File: src/rtl/pong_match_ctrl_pkg.sv
// Shared definitions for the pong match sequencer: phase encodings,
// default scan geometry and winner codes.
package pong_match_ctrl_pkg;

  typedef enum logic [2:0] {
    IDLE  = 3'd0,
    SERVE = 3'd1,
    PLAY  = 3'd2,
    POINT = 3'd3,
    OVER  = 3'd4
  } match_state_t;

  localparam int DEF_H_DISP = 640;
  localparam int DEF_V_DISP = 480;

  localparam logic [1:0] WINNER_NONE  = 2'b00;
  localparam logic [1:0] WINNER_LEFT  = 2'b10;
  localparam logic [1:0] WINNER_RIGHT = 2'b01;

  // A 2-bit score sticks at 3 instead of wrapping to 0.
  function automatic logic [1:0] sat_inc(input logic [1:0] s);
    return (s == 2'd3) ? s : s + 2'd1;
  endfunction

endpackage

File: src/rtl/pong_match_ctrl_frame_timer.sv
// Frame tick from the last visible pixel of the scan, plus a loadable
// down-counter of frame ticks that flags done on its final tick.
module pong_match_ctrl_frame_timer
  import pong_match_ctrl_pkg::*;
#(
  parameter int H_DISP = DEF_H_DISP,
  parameter int V_DISP = DEF_V_DISP,
  parameter int CNT_W  = 7
) (
  input  logic             clk,
  input  logic             rst,
  input  logic [9:0]       pixel_xpos,
  input  logic [9:0]       pixel_ypos,
  input  logic             load,
  input  logic [CNT_W-1:0] load_val,
  input  logic             en,
  output logic             tick,
  output logic             done
);

  logic [CNT_W-1:0] cnt;

  // NOTE: clocked state uses non-blocking assignments so every register
  // samples pre-edge values and simulation matches the synthesized flops.
  always_ff @(posedge clk) begin
    if (rst) begin
      tick <= 1'b0;
      cnt  <= '0;
    end else begin
      tick <= (pixel_xpos == 10'(H_DISP - 1)) && (pixel_ypos == 10'(V_DISP - 1));
      if (load)
        cnt <= load_val;
      else if (en && tick && (cnt != '0))
        cnt <= cnt - CNT_W'(1);
    end
  end

  // Loaded with N-1, so the Nth counted tick is the one that sees zero.
  assign done = en && tick && (cnt == '0);

endmodule

File: src/rtl/pong_match_ctrl.sv
// Match sequencer: idle/serve/play/point/over phases, 2-bit scores per
// player, and registered paddle/ball control outputs.
module pong_match_ctrl
  import pong_match_ctrl_pkg::*;
#(
  parameter int H_DISP       = DEF_H_DISP,
  parameter int V_DISP       = DEF_V_DISP,
  parameter int WIN_SCORE    = 3,
  parameter int SERVE_FRAMES = 60,
  parameter int POINT_FRAMES = 90
) (
  input  logic       vga_clk,
  input  logic       sys_rst,
  input  logic       start_sw,
  input  logic [9:0] pixel_xpos,
  input  logic [9:0] pixel_ypos,
  input  logic       miss_left,
  input  logic       miss_right,
  output logic       start,
  output logic       guiwei,
  output logic [3:0] score,
  output logic [1:0] winner,
  output logic       serve_dir,
  output logic       frame_tick
);

  localparam int MAX_FRAMES = (SERVE_FRAMES > POINT_FRAMES) ? SERVE_FRAMES : POINT_FRAMES;
  localparam int CNT_W      = (MAX_FRAMES > 1) ? $clog2(MAX_FRAMES) : 1;
  localparam logic [CNT_W-1:0] SERVE_LOAD = CNT_W'(SERVE_FRAMES - 1);
  localparam logic [CNT_W-1:0] POINT_LOAD = CNT_W'(POINT_FRAMES - 1);
  localparam logic [1:0]       WIN        = 2'(WIN_SCORE);

  match_state_t     state;
  logic [1:0]       left_score;
  logic [1:0]       right_score;
  logic             sw_q;
  logic             armed;
  logic             timer_load;
  logic [CNT_W-1:0] timer_val;
  logic             timer_en;
  logic             timer_done;

  assign score    = {left_score, right_score};
  assign timer_en = (state == SERVE) || (state == POINT);

  // The counter is reloaded while in the phase that precedes the one it
  // times, so it is already fresh on the entry edge.
  // NOTE: every always_comb output gets a default first so no path can
  // leave it unassigned and infer a latch.
  always_comb begin
    timer_load = 1'b0;
    timer_val  = SERVE_LOAD;
    case (state)
      IDLE:    timer_load = 1'b1;
      PLAY:    begin timer_load = 1'b1; timer_val = POINT_LOAD; end
      POINT:   timer_load = timer_done;
      default: ;
    endcase
  end

  pong_match_ctrl_frame_timer #(
    .H_DISP (H_DISP),
    .V_DISP (V_DISP),
    .CNT_W  (CNT_W)
  ) u_frame_timer (
    .clk        (vga_clk),
    .rst        (sys_rst),
    .pixel_xpos (pixel_xpos),
    .pixel_ypos (pixel_ypos),
    .load       (timer_load),
    .load_val   (timer_val),
    .en         (timer_en),
    .tick       (frame_tick),
    .done       (timer_done)
  );

  always_ff @(posedge vga_clk) begin
    if (sys_rst) begin
      state       <= IDLE;
      left_score  <= 2'd0;
      right_score <= 2'd0;
      winner      <= WINNER_NONE;
      serve_dir   <= 1'b0;
      start       <= 1'b0;
      guiwei      <= 1'b1;
      sw_q        <= 1'b0;
      armed       <= 1'b0;
    end else begin
      sw_q   <= start_sw;
      start  <= (state == PLAY);
      guiwei <= (state != PLAY);
      // A switch already high out of reset must be cycled before a match starts.
      if (!start_sw)
        armed <= 1'b1;

      if (!start_sw && (state != IDLE)) begin
        state       <= IDLE;
        left_score  <= 2'd0;
        right_score <= 2'd0;
        winner      <= WINNER_NONE;
      end else begin
        case (state)
          IDLE: begin
            left_score  <= 2'd0;
            right_score <= 2'd0;
            winner      <= WINNER_NONE;
            if (start_sw && !sw_q && armed)
              state <= SERVE;
          end
          SERVE: if (timer_done) state <= PLAY;
          PLAY: begin
            if (miss_left && miss_right) begin
              state <= POINT;
            end else if (miss_left) begin
              right_score <= sat_inc(right_score);
              serve_dir   <= 1'b0;
              if (sat_inc(right_score) == WIN) begin
                state  <= OVER;
                winner <= WINNER_RIGHT;
              end else begin
                state <= POINT;
              end
            end else if (miss_right) begin
              left_score <= sat_inc(left_score);
              serve_dir  <= 1'b1;
              if (sat_inc(left_score) == WIN) begin
                state  <= OVER;
                winner <= WINNER_LEFT;
              end else begin
                state <= POINT;
              end
            end
          end
          POINT:   if (timer_done) state <= SERVE;
          OVER:    ;
          default: state <= IDLE;
        endcase
      end
    end
  end

endmodule

File: config.mk
export PLATFORM = sky130hd
export DESIGN_NAME = pong_match_ctrl
export DESIGN_NICKNAME = d
export VERILOG_FILES = /design/src/rtl/pong_match_ctrl_pkg.sv /design/src/rtl/pong_match_ctrl_frame_timer.sv /design/src/rtl/pong_match_ctrl.sv
export SDC_FILE = /design/constraint.sdc
export NUM_CORES = 1
export LEC_CHECK = 0
export CAP_MARGIN = 20
export CORE_AREA = 4 4 57 59
export CTS_CLUSTER_SIZE = 12
export DETAILED_ROUTE_END_ITERATION = 12
export DIE_AREA = 0 0 61 63
export HOLD_SLACK_MARGIN = 0.03
export PLACE_DENSITY_LB_ADDON = 0.1
export SLEW_MARGIN = 5
export SYNTH_ARGS = -nofsm -noshare
export SYNTH_HDL_FRONTEND = slang
export SYNTH_SLANG_ARGS = --single-unit
File: constraint.sdc
create_clock -name vga_clk -period 3.7 [get_ports vga_clk]
set_input_delay 1.11 -clock vga_clk [delete_from_list [all_inputs] [get_ports vga_clk]]
set_output_delay 1.11 -clock vga_clk [all_outputs]
set_load 0.1 [all_outputs]
==> impl_metrics.toml <==
[run_status]
status = "completed"

[timing]
drv_slew = 0
max_slew_margin = 0.5981
fmax_mhz = 405.5
tightest_slew_ns = 0.6015
fin_crit_ns = 2.466
fin_hold_ws_ns = 0.4558
period_share = 0.6665
finClkSkew_ns = 0.004753
worst_slack_ns = 1.234
hold_violations = 0
setup_viol = 0
rsz0062_at_grt = "no"
final.setup.tns_ns = 0

[setup_path]
critPathTopFamily = "compound AO/OA/AOI/OAI gates"
r2r_start = "u_frame_timer.cnt[0]"
r2r_slack_ns = 1.84
crit_path_max_incr_delay_ns = 0.52
end_kind = "flip-flop"
required_ns = 3.89
cp.arrival_ns = 2.66
start_kind = "input pin"
critPathMaxFanout = 7
path_buf_inv = 1
path_class = "input pin to flip-flop"
reg2reg_to = "state[1]"
path_cells = "clkdlybuf4s50_1 > or2b_2 > a31oi_1 > o21ai_0 > a32oi_1 > nor2_1"
worst_r2r_path_depth = 7
slowest_stage = "clkdlybuf4s50_1"

[grt]
antenna_found_initial = 0
grt.total_usage = 0.1552
grt_overflow = 0
grt_pass1_vias = 1067
grt_pass1_wl_um = 4719
grt_max_degree = 16

[placed_design]
dp_hpwl_um = 2187
dp_slack_ns = 0.8972
port_buffers = 34
routabilityCongestion = 0.9226
placed_cell_area_um2 = 1504

[power_and_ir_drop]
power_frac_seq = 0.399
p_int_uw = 483.7
net-switching-power_uw = 358.4
power.density_nw_per_um2 = 546.7
p_sw_frac = 0.4256
peakVddDrop_mv = 0.3659
comb_power_share = 0.445
clkPwrFrac = 0.156
leakagePower_nw = 0.5758

[synthesis]
syn_nets = 167
ys_seq_elements = 22
postSynthAreaPerCell_um2 = 8.466
synthCells = 141
synth.distinct_cells = 45
ys_seq_area_frac = 0.3690
syn_area_um2 = 1194
synth.yosys.warnings = 0

[cts]
cts_setup_buffers = 0
htreeDepth = 1
clock_sinks = 22
postCtsHoldBufs = 0
cts_tree = "done"
cts.path.max_buffers = 2
ctsResizeCount = 0
cts-root-buf = "clkbuf_4"
clk_latency_ns = 0.30
clk_pin_slew_ns = 0.12
numCtsBuffers = 3

[final_layout]
syn2layout_area_growth_pct = 29.04
postLayoutCellArea_um2 = 1540
final_common_cell = "clkdlybuf4s50_1"
final_cell_mix = "clkdlybuf4s50_1, dfxtp_1, nor2_1, a21oi_1, buf_4"
final_layout_size_suffix_gt1_frac = 0.1676
fin_nets = 200
diodes = 0

[route]
drc = 0
routed_wl_um = 2758
firstDrtPassIters = 4
vias = 1141
vias_per_cell = 5.593
ant_nets = 0
wl_per_cell_um = 13.52
drt-initial-drc-count = 75

[worst_hold_path]
whs_path_depth = 2
hold_class = "flip-flop to flip-flop"
hold_end = "armed"
min_from = "armed"

[floorplanning]
ios = 35
initial_core_util = 0.4404
dieArea_um2 = 3843
die-height_um = 63
core_area_um2 = 2710
die_w_um = 61
num_rows = 19

[job]
cap_violations = 0
==> flip-flops by register name, summed over array words and instances, names as in the netlist <==
| register | cells |
|---|---|
| start | 1 |
| sw_q | 1 |
| state | 3 |
| left_score | 2 |
| guiwei | 1 |
| right_score | 2 |
| serve_dir | 1 |
| winner | 2 |
| armed | 1 |
| u_frame_timer.cnt | 7 |
| u_frame_timer.tick | 1 |
==> power by group through the flow <==
stage | Sequential [mW] | Clock, mW | Combinational [mW]
6_report | 0.336 | 0.131 | 0.375
5_1_grt | 0.346 | 0.148 | 0.409
4_1_cts | 0.337 | 0.138 | 0.375
3_5_place_dp | 0.342 | 0 | 0.373
3_3_place_gp | 0.341 | 0 | 0.371
2_1_floorplan | 0.398 | 0 | 0.228
==> cells by family (layout without fill, tap and decap cells) <==
kind of cell	after synthesis	in the layout	synth area share
compound gates	34	34	0.1855
xor+xnor	4	4	0.02936
fa+ha+maj	1	1	0.01048
buf+inv	13	45	0.05869
flops	22	22	0.3690
mux	4	4	0.03354
simple gates	63	63	0.3134
==> worst register-to-register path, cell delays in order (launching register included) <==
cell	delay, ns
dfxtp_1	0.38
inv_1	0.08
ha_1	0.18
nor3b_4	0.28
nand4b_2	0.18
a221oi_2	0.33
mux2i_1	0.22
a21oi_1	0.09
==> per-stage QoR <==
step                total power [mW]    util  std cells
floorplan                     0.6258       -        141
global placement              0.7120  0.5549        200
global route                  0.9030  0.5683        204
CTS                           0.8500  0.5683        204
detailed placement            0.7154  0.5549        200
finish                        0.8421  0.5683        204
==> synthesized netlist by cell type (all sizes together) <==
library cell  count  area share
and2              2       0.012
o21bai            2       0.013
a41oi             1      0.0073
a21oi            14       0.059
a221oi            1       0.013
a32oi             1      0.0073
nor4              2       0.016
nand3b            2       0.013
a21boi            1      0.0063
and2b             1      0.0073
mux2i             4       0.034
or4b              1      0.0084
nand4             4       0.021
nor2b             3       0.016
buf               3       0.018
a21o              1      0.0073
or2b              1      0.0073
o21ai             5       0.021
nand3             3       0.013
o31a              1      0.0084
a211oi            2       0.017
or2               2       0.010
nor3              7       0.029
o31ai             1      0.0063
nor2             17       0.056
nand4b            5       0.042
ha                1       0.010
clkbuf            3       0.019
dfxtp            22        0.37
a31oi             4       0.021
or3b              1      0.0073
xor2              2       0.015
xnor2             2       0.015
nor3b             3       0.028
inv               7       0.022
nand2             9       0.028
==> worst max-delay path by stage <==
stage	from	to	slack (ns)	depth (start not counted)
after floorplan	miss_right	right_score[0]	1.54	4
after global placement	miss_left	right_score[0]	0.93	5
after detailed placement	miss_left	right_score[0]	0.90	5
after CTS	miss_left	right_score[0]	1.24	5
after global routing	miss_left	winner[0]	1.16	6
final	miss_left	winner[0]	1.23	6
==> metal layers <==
layer,track usage,share of wire
met5,0,0
met4,0.04878,0.015
met3,0.02893,0.058
met1,0.2117,0.42
met2,0.2420,0.51
==> final cells by class <==
cell class                 count  area, µm²
timing repair buffer          34      315.3
inverter                       7      26.28
fill                         261       1170
multi-input combinational    106      683.2
sequential                    22      440.4
clock buffer                   4      36.28
tap                           31      38.79
Power figures use the tool's default switching activity.
